### src/rtl/sobel_stream_filter.sv
// ==== sobel_stream_filter : streaming 3x3 Sobel edge filter, RGB in, three stallable outputs ====
// Revision 1.0 - initial release
`default_nettype none

module sobel_stream_filter #(
  parameter int IMG_W     = 256,
  parameter int IMG_H     = 256,
  parameter int PIX_W     = 8,
  parameter int SHIFT     = 2,
  parameter int THRESH_EN = 0,
  parameter int THRESH    = 128
) (
  input  logic               i_clk,
  input  logic               i_rst,
  input  logic               i_rgb_vld,
  input  logic [3*PIX_W-1:0] i_rgb_data,
  output logic               i_rgb_busy,
  input  logic               o_newR_busy,
  input  logic               o_newG_busy,
  input  logic               o_newB_busy,
  output logic               o_newR_vld,
  output logic               o_newG_vld,
  output logic               o_newB_vld,
  output logic [PIX_W-1:0]   o_newR_data,
  output logic [PIX_W-1:0]   o_newG_data,
  output logic [PIX_W-1:0]   o_newB_data
);

  localparam int c_COL_W = $clog2(IMG_W);
  localparam int c_ROW_W = $clog2(IMG_H);
  localparam int c_GW    = PIX_W + 4;
  localparam logic [PIX_W-1:0] c_THRESH = PIX_W'(THRESH);

  logic [c_COL_W-1:0] r_col;
  logic [c_ROW_W-1:0] r_row;
  logic [PIX_W-1:0]   r_lb0 [IMG_W];
  logic [PIX_W-1:0]   r_lb1 [IMG_W];
  logic [PIX_W-1:0]   r_win [3][3];
  logic               r_win_vld;
  logic               r_win_brd;
  logic               r_s1_vld;
  logic [PIX_W-1:0]   r_s1_res;
  logic               r_s2_vld;
  logic [PIX_W-1:0]   r_s2_data;
  logic [2:0]         r_sent;

  logic               w_accept;
  logic               w_win_adv;
  logic               w_s1_adv;
  logic               w_rel;
  logic [2:0]         w_ovld;
  logic [2:0]         w_xfer;
  logic [PIX_W-1:0]   w_gray;
  logic [1:0]         w_unused_frac;
  logic [c_GW-1:0]    w_left, w_right, w_top, w_bot;
  logic [c_GW-1:0]    w_gx, w_gy, w_ax, w_ay, w_abs, w_mag;
  logic [PIX_W-1:0]   w_sat;
  logic [PIX_W-1:0]   w_pix;
  logic [PIX_W-1:0]   w_res;

  // Output handshake: each channel clears its own vld once taken; S2 frees when all are taken.
  assign w_ovld = {3{r_s2_vld}} & ~r_sent;
  assign w_xfer = w_ovld & ~{o_newB_busy, o_newG_busy, o_newR_busy};
  assign w_rel  = r_s2_vld & (&(r_sent | w_xfer));

  assign w_s1_adv   = r_s1_vld & (~r_s2_vld | w_rel);
  assign w_win_adv  = r_win_vld & (~r_s1_vld | w_s1_adv);
  assign i_rgb_busy = r_win_vld & ~w_win_adv;
  assign w_accept   = i_rgb_vld & ~i_rgb_busy;

  assign {w_gray, w_unused_frac} = {2'b00, i_rgb_data[PIX_W-1:0]}
                                 + {1'b0, i_rgb_data[2*PIX_W-1:PIX_W], 1'b0}
                                 + {2'b00, i_rgb_data[3*PIX_W-1:2*PIX_W]};

  assign w_left  = c_GW'(r_win[0][0]) + (c_GW'(r_win[1][0]) << 1) + c_GW'(r_win[2][0]);
  assign w_right = c_GW'(r_win[0][2]) + (c_GW'(r_win[1][2]) << 1) + c_GW'(r_win[2][2]);
  assign w_top   = c_GW'(r_win[0][0]) + (c_GW'(r_win[0][1]) << 1) + c_GW'(r_win[0][2]);
  assign w_bot   = c_GW'(r_win[2][0]) + (c_GW'(r_win[2][1]) << 1) + c_GW'(r_win[2][2]);
  assign w_gx    = w_right - w_left;
  assign w_gy    = w_bot - w_top;
  assign w_ax    = w_gx[c_GW-1] ? -w_gx : w_gx;
  assign w_ay    = w_gy[c_GW-1] ? -w_gy : w_gy;
  assign w_abs   = w_ax + w_ay;
  assign w_mag   = w_abs >> SHIFT;
  assign w_sat   = (|w_mag[c_GW-1:PIX_W]) ? '1 : w_mag[PIX_W-1:0];

  generate
    if (THRESH_EN != 0) begin : g_thresh
      assign w_pix = (w_sat >= c_THRESH) ? '1 : '0;
    end else begin : g_plain
      assign w_pix = w_sat;
    end
  endgenerate

  assign w_res = r_win_brd ? '0 : w_pix;

  // Line buffers hold the two previous rows; stale contents only reach masked border outputs.
  always_ff @(posedge i_clk) begin
    if (w_accept) begin
      r_lb1[r_col] <= r_lb0[r_col];
      r_lb0[r_col] <= w_gray;
    end
  end

  always_ff @(posedge i_clk or posedge i_rst) begin
    if (i_rst) begin
      r_col     <= '0;
      r_row     <= '0;
      r_win_vld <= 1'b0;
      r_win_brd <= 1'b1;
      r_s1_vld  <= 1'b0;
      r_s1_res  <= '0;
      r_s2_vld  <= 1'b0;
      r_s2_data <= '0;
      r_sent    <= '0;
      for (int i = 0; i < 3; i++) begin
        for (int j = 0; j < 3; j++) begin
          r_win[i][j] <= '0;
        end
      end
    end else begin
      if (w_accept) begin
        for (int i = 0; i < 3; i++) begin
          r_win[i][0] <= r_win[i][1];
          r_win[i][1] <= r_win[i][2];
        end
        r_win[0][2] <= r_lb1[r_col];
        r_win[1][2] <= r_lb0[r_col];
        r_win[2][2] <= w_gray;
        r_win_brd   <= (r_row < c_ROW_W'(2)) || (r_col < c_COL_W'(2));
        if (r_col == c_COL_W'(IMG_W - 1)) begin
          r_col <= '0;
          r_row <= (r_row == c_ROW_W'(IMG_H - 1)) ? '0 : r_row + c_ROW_W'(1);
        end else begin
          r_col <= r_col + c_COL_W'(1);
        end
      end
      r_win_vld <= w_accept | (r_win_vld & ~w_win_adv);

      if (w_win_adv) begin
        r_s1_res <= w_res;
      end
      r_s1_vld <= w_win_adv | (r_s1_vld & ~w_s1_adv);

      if (w_s1_adv) begin
        r_s2_vld  <= 1'b1;
        r_s2_data <= r_s1_res;
        r_sent    <= '0;
      end else if (w_rel) begin
        r_s2_vld <= 1'b0;
        r_sent   <= '0;
      end else begin
        r_sent <= r_sent | w_xfer;
      end
    end
  end

  assign o_newR_vld  = w_ovld[0];
  assign o_newG_vld  = w_ovld[1];
  assign o_newB_vld  = w_ovld[2];
  assign o_newR_data = r_s2_data;
  assign o_newG_data = r_s2_data;
  assign o_newB_data = r_s2_data;

endmodule

`default_nettype wire
### config.mk
export PLATFORM = sky130hd
export DESIGN_NAME = sobel_stream_filter
export DESIGN_NICKNAME = d
export VERILOG_FILES = /design/src/rtl/sobel_stream_filter.sv
export SDC_FILE = /design/constraint.sdc
export NUM_CORES = 2
export LEC_CHECK = 0
export CORE_MARGIN = 2
export CORE_UTILIZATION = 40
export CTS_BUF_LIST = sky130_fd_sc_hd__clkbuf_4
export CTS_CLUSTER_DIAMETER = 60
export DETAILED_ROUTE_END_ITERATION = 6
export PLACE_DENSITY = 0.6
export SYNTH_ARGS = -nofsm -noshare
export SYNTH_HDL_FRONTEND = slang
export SYNTH_SLANG_ARGS = --single-unit
### constraint.sdc
create_clock -name i_clk -period 12.3 [get_ports i_clk]
set_input_delay 2.46 -clock i_clk [delete_from_list [all_inputs] [get_ports i_clk]]
set_output_delay 2.46 -clock i_clk [all_outputs]
set_load 0.005 [all_outputs]
# After elaboration in Yosys (flattened, before gate mapping)
# Memories as Yosys holds them, arrays and structs flattened. A register that Yosys moved wholly into a read port is not among the register bits.
# Index checks and enable logic that the tools add are counted.
[classes]
order_cmp = 2
bitwise_logic = 20
mux = 12
add_sub_neg = 17
n_reduce_logical = 5
eq_ne = 2
[ops]
columns = ["cell", "count"]
rows = [
  ["adder 8 x 9 -> 10 bit", 5],
  ["adder 10 x 8 -> 11 bit", 4],
  ["two-way mux 8 bit", 4],
  ["two-way mux 12 bit", 2],
  ["negation 12 bit", 2],
  ["subtractor 11 x 11 -> 12 bit", 2],
  ["adder 8 x 1 -> 8 bit, second input constant", 2],
  ["equality test 8 bit, second input constant", 2],
  ["less-than comparator 8 x 2 -> 1 bit, second input constant", 2],
  ["adder 12 bit", 1],
  ["adder 10 x 8 -> 10 bit", 1],
  ["bitwise AND 1 bit", 6],
  ["bitwise AND 3 bit", 2],
  ["two-way mux 3 bit", 2],
  ["NOT 3 bit", 2],
  ["NOT 1 bit", 5],
  ["two-way mux 1 bit", 4],
  ["OR 1 bit", 4],
  ["OR 3 bit", 1],
  ["AND reduction 3 bit", 1],
  ["AND reduction 2 bit", 1],
  ["nonzero test 2 bit", 1],
  ["OR reduction 2 bit", 1],
  ["logical OR 1 bit", 1],
]
[totals]
regBits = 103
inputBits = 30
n_memories = 2
ram_bits = 4096
out_inout_bits = 28
[mem_list]
columns = ["name", "words", "word_bits", "read_ports", "rd_clocked_by_memory_dff", "wr", "line_no", "source"]
rows = [
  ["r_lb0", 256, 8, 1, 0, 1, "36", "logic [PIX_W-1:0] r_lb0 [IMG_W];"],
  ["r_lb1", 256, 8, 1, 1, 1, "37", "logic [PIX_W-1:0] r_lb1 [IMG_W];"],
]

# Logic depth before layout (Yosys ltp)
[depth]
ltp_word = 16
ltp_mapped = 22
mapped_depth_nobuf = 22

# Worst setup path after synthesis
# Ideal clock, no wire load.
[synth_timing]
path_type = "input -> register"
from = "input i_rgb_data[2]"
to = "memory r_lb0[0][4] (data pin)"
stages = 7
path_buffers = 0
slack_ns = -0.342
setup_time_ns = 1.654
arrival_ns = 10.988
cell_sequence = "fa_1 > ha_1 > a41o_1 > a21oi_1 > o21ai_0 > a21oi_1 > xnor2_1"
[synth_between]
elab_chain_len = 2
[synth_rtl]
columns = ["item", "line_no", "source"]
rows = [
  ["start, declared", "16", "input logic [3*PIX_W-1:0] i_rgb_data,"],
  ["adder 8 x 9 -> 10 bit", "72", "+ {1'b0, i_rgb_data[2*PIX_W-1:PIX_W], 1'b0}"],
  ["adder 10 x 8 -> 10 bit", "73", "+ {2'b00, i_rgb_data[3*PIX_W-1:2*PIX_W]};"],
  ["named net w_gray[4]", "53", "logic [PIX_W-1:0] w_gray;"],
  ["end, declared", "36", ""],
]
# The timed path passes the listed nets, and every way through them passes these cells.

# Final worst setup path
[layout_timing]
from = "register r_col[0]"
to = "memory r_lb1[42][6] (data pin)"
[layout_between]
elab_chain_len = 1
[layout_rtl]
columns = ["item", "line_no", "source"]
rows = [
  ["start, declared", "34", "logic [c_COL_W-1:0] r_col;"],
  ["start signal, assigned", "135", "r_col <= r_col + c_COL_W'(1);"],
  ["memory read (256 x 8 bit)", "n/a", ""],
  ["end, declared", "37", ""],
]
# No other way between the ends.

==> impl_results.md <==
* Synth top area cells: edfxtp_1, mux4_2, mux2i_1
* Post-DP HPWL at 307000 um
* Drt drc at 8
* Initial antenna violation count at 39
* 1st-iter DRT viols at around 12000
* CTS tree: done
* Crit share post-route at approximately three fifths
* Worst hold path type: reg2reg
* Floorplan Core Area at around 410000 um2
* IR drop worst, VDD at 2050 uV
* Final Setup Violations at 0
* Top-Level Pins at 58
* Failing checks: DRC, capacitance limit, slew limit
* Post-Syn Area at 165000 um2
* CP required at ~13 ns
* I/O Buffers at between 50 and 60
* Minimum clock period at about 7.6 ns
* Ys async rst share at approximately 2.6%
* Post-Syn Area per Cell at 20.6 um2
* Final Net Count at between 9000 and 10000
* Most common cell in the netlist: edfxtp_1
* Vias per cell at slightly below 6
* Crit path capture type: flop
* Pin count of the biggest net entering global routing at 193
* Yosys reg bits at roughly 4200
* Die area at roughly 420000 um2
* Initial core utilization at between 40% and 50%
* Clk buf depth at 5
* Area delta synth->final at 13.4%
* Tot GR Track Use at between 20% and 30%
* RSZ-0062 raised after global routing: no
* Final Worst Setup Slack at around 4.7 ns
* Final Max Slew Viols at 2
* Slowest CP cell: dfrtp_4
* Detailed-route via count at around 91000
* RD Place Congestion at 0.970
* Largest area contributor in the netlist: edfxtp_1
* Number of buffers created by CTS at 1141
* Synth cell count leaders: edfxtp_1, mux4_2, mux2i_1, nor2_1, a22oi_1
* Clock Sinks at between 4000 and 5000
* Fmax at around 0.13 GHz
* Setup TNS at 0 ns
* Number of hold buffers added after cts at 0
* Global-route wire length before repair at around 700000 um
* Final ANT Viol Nets at 0
* Yosys Warn Count at 0
* Cell Chain, Critical Path: buf_4 > buf_12 > buf_4 > mux4_2 > a22oi_1 > a21oi_1 > or4_1 > a2111oi_2 > nand2_4 > buf_12 > buf_16
* Clk_skew at between 0.1 and 0.15 ns
* Wirelength per Cell at ~33 um
* Endpoints failing hold at 0
* Seq/Total Area, Yosys at about three quarters
* Die Y-Extent at 646 um
* Worst skew pair latency at ~1.7 ns
* Post-synth top area share at about three quarters
* Drt pass-1 iters at 7
* Slew HR at -4.99%
* EDFF count, synth at between 4000 and 5000
* Pre-CTS worst setup slack at roughly 4.8 ns
* Pin slew with the least headroom to its limit at 1.57 ns
* # rows at ~240
* Status: finished with violations
* Root Driver: clkbuf_4
* Synth Instances at ~8000
* Clock Pin Slew Worst Setup and Hold Paths at 0.07 ns
* Fraction of final layout cells sized beyond drive strength 1 at approximately a third
* Crit Path Class: reg2reg
* Synth unique cells at between 80 and 90
* Critical path data arrival time at around 8.7 ns
* Post-Route WL at just over 500000 um
* CP max FO at roughly 140
* Post-CTS Setup Inserts at 0
* Number of global-route vias before repair at 90300
* Die X at 646 um
* Leak at 60.3 nW
* Max incr delay on CP at 0.90 ns
* Grt ovf at 0
* Prevailing post-synth register cell: edfxtp_1
* Max-cap viol count at 2
* Post-Syn Nets at a little over 8000
* Post-CTS Resized at 0
* CP Launch Type: flop
* CTS H-Tree Depth at 7
* PwrDens at between 300 and 400 nW/um2
-- cell type report --
cell class                 count  area (um2)
fill                       34800      223000
sequential                  4207      126000
multi-input combinational   3219       37000
clock buffer                1593       12000
tap                         5451        6820
timing repair buffer         418        3650
clock inverter               207        1270
inverter                     127         494
antenna                       29        72.6
-- power breakdown --
group	internal, mW	leakage, nW	total, mW	switching [mW]
Combinational	9.36	14.1	26.9	17.5
Sequential	20.0	38.2	20.3	0.281
Clock	6.26	7.98	11.8	5.56
-- per-stage QoR --
stage / util [%] / total power, mW / cells / hold slack [ns] / area, um2
after floorplan: - / 39.5 / 8014 / 0.439 / 165000
after global placement: 42.4 / 46.5 / 13400 / 0.452 / 174000
after detailed placement: 42.4 / 47.2 / 13400 / 0.460 / 174000
after CTS: 45.6 / 59.1 / 15200 / 0.470 / 187000
after global routing: 45.6 / 61.9 / 15200 / 0.485 / 187000
final: 45.6 / 59.0 / 15300 / 0.465 / 187000
-- cells in the final DEF (no fill, tap or decap), types with 40 or more instances in the layout --
cell type,count
fa_1,70
clkbuf_4,1593
ha_1,48
nand4_1,63
dfrtp_1,103
a21oi_1,72
mux2i_1,423
clkdlybuf4s50_1,57
inv_1,121
buf_4,333
edfxtp_1,4096
mux4_2,845
nand2_1,222
a22oi_1,356
o21ai_0,99
nand3_1,117
a221oi_1,41
a22o_1,40
nor2_2,125
nor2_1,248
clkinv_1,144
-- logic make-up (layout without fill, tap and decap cells) --
logic type / count (synthesis) / in the layout / synth area share, %
buffers and inverters: 588 / 2345 / 1.77
flip-flops: 4207 / 4207 / 76.3
multiplexers: 1295 / 1295 / 14.3
AND/OR/NAND/NOR: 966 / 966 / 2.72
AO/OA/AOI/OAI: 794 / 794 / 3.46
other: 0 / 29 / 0
XOR/XNOR: 46 / 46 / 0.244
adder cells (fa/ha/maj): 118 / 118 / 1.21
-- final timing paths --
path | from | end | slack, ns | depth (start not counted)
hold / removal | r_win[62]$_DFFE_PP0P_ | r_win[70]$_DFFE_PP0P_ | 0.46 | 2
setup reg to reg | r_col[0]$_DFFE_PP0P_ | r_lb1[42][6]$_DFFE_PP_ | 4.68 | 11
hold reg to reg | r_win[62]$_DFFE_PP0P_ | r_win[70]$_DFFE_PP0P_ | 0.46 | 2
setup / recovery | r_col[0]$_DFFE_PP0P_ | r_lb1[42][6]$_DFFE_PP_ | 4.68 | 11
min in group asynchronous | i_rst | r_col[0]$_DFFE_PP0P_ | 1.31 | 2
max in group asynchronous | i_rst | r_win[20]$_DFFE_PP0P_ | 9.54 | 3
-- sequential cells by signal, indices dropped and copies added, names as in the netlist, 3 cells and up --
name,flops
o_newB_data,8
r_col,8
r_lb0,2048
r_lb1,2048
r_row,8
r_win,72
r_s1_res,8
r_sent,3
-- metal layers --
| metal | up-vias | part of all wire, % | GRT usage, % | wire, um |
|---|---|---|---|---|
| li1 | 36000 | - | - | - |
| met1 | 47600 | 37 | 31.1 | 189000 |
| met2 | 5929 | 45 | 36.3 | 231000 |
| met3 | 1016 | 12 | 8.65 | 62100 |
| met4 | 20 | 5.4 | 13.2 | 27300 |
| met5 | - | 0.030 | 0 | 155 |
-- worst max-delay path: cells and delay by family (launching register included) --
kind,cells,cell delay (ns)
AO/OA/AOI/OAI,3,1.05
buffers and inverters,5,2.48
flip-flops,1,0.90
multiplexers,1,0.59
AND/OR/NAND/NOR,2,1.25
Note: power is estimated with default switching activity, not from simulation.
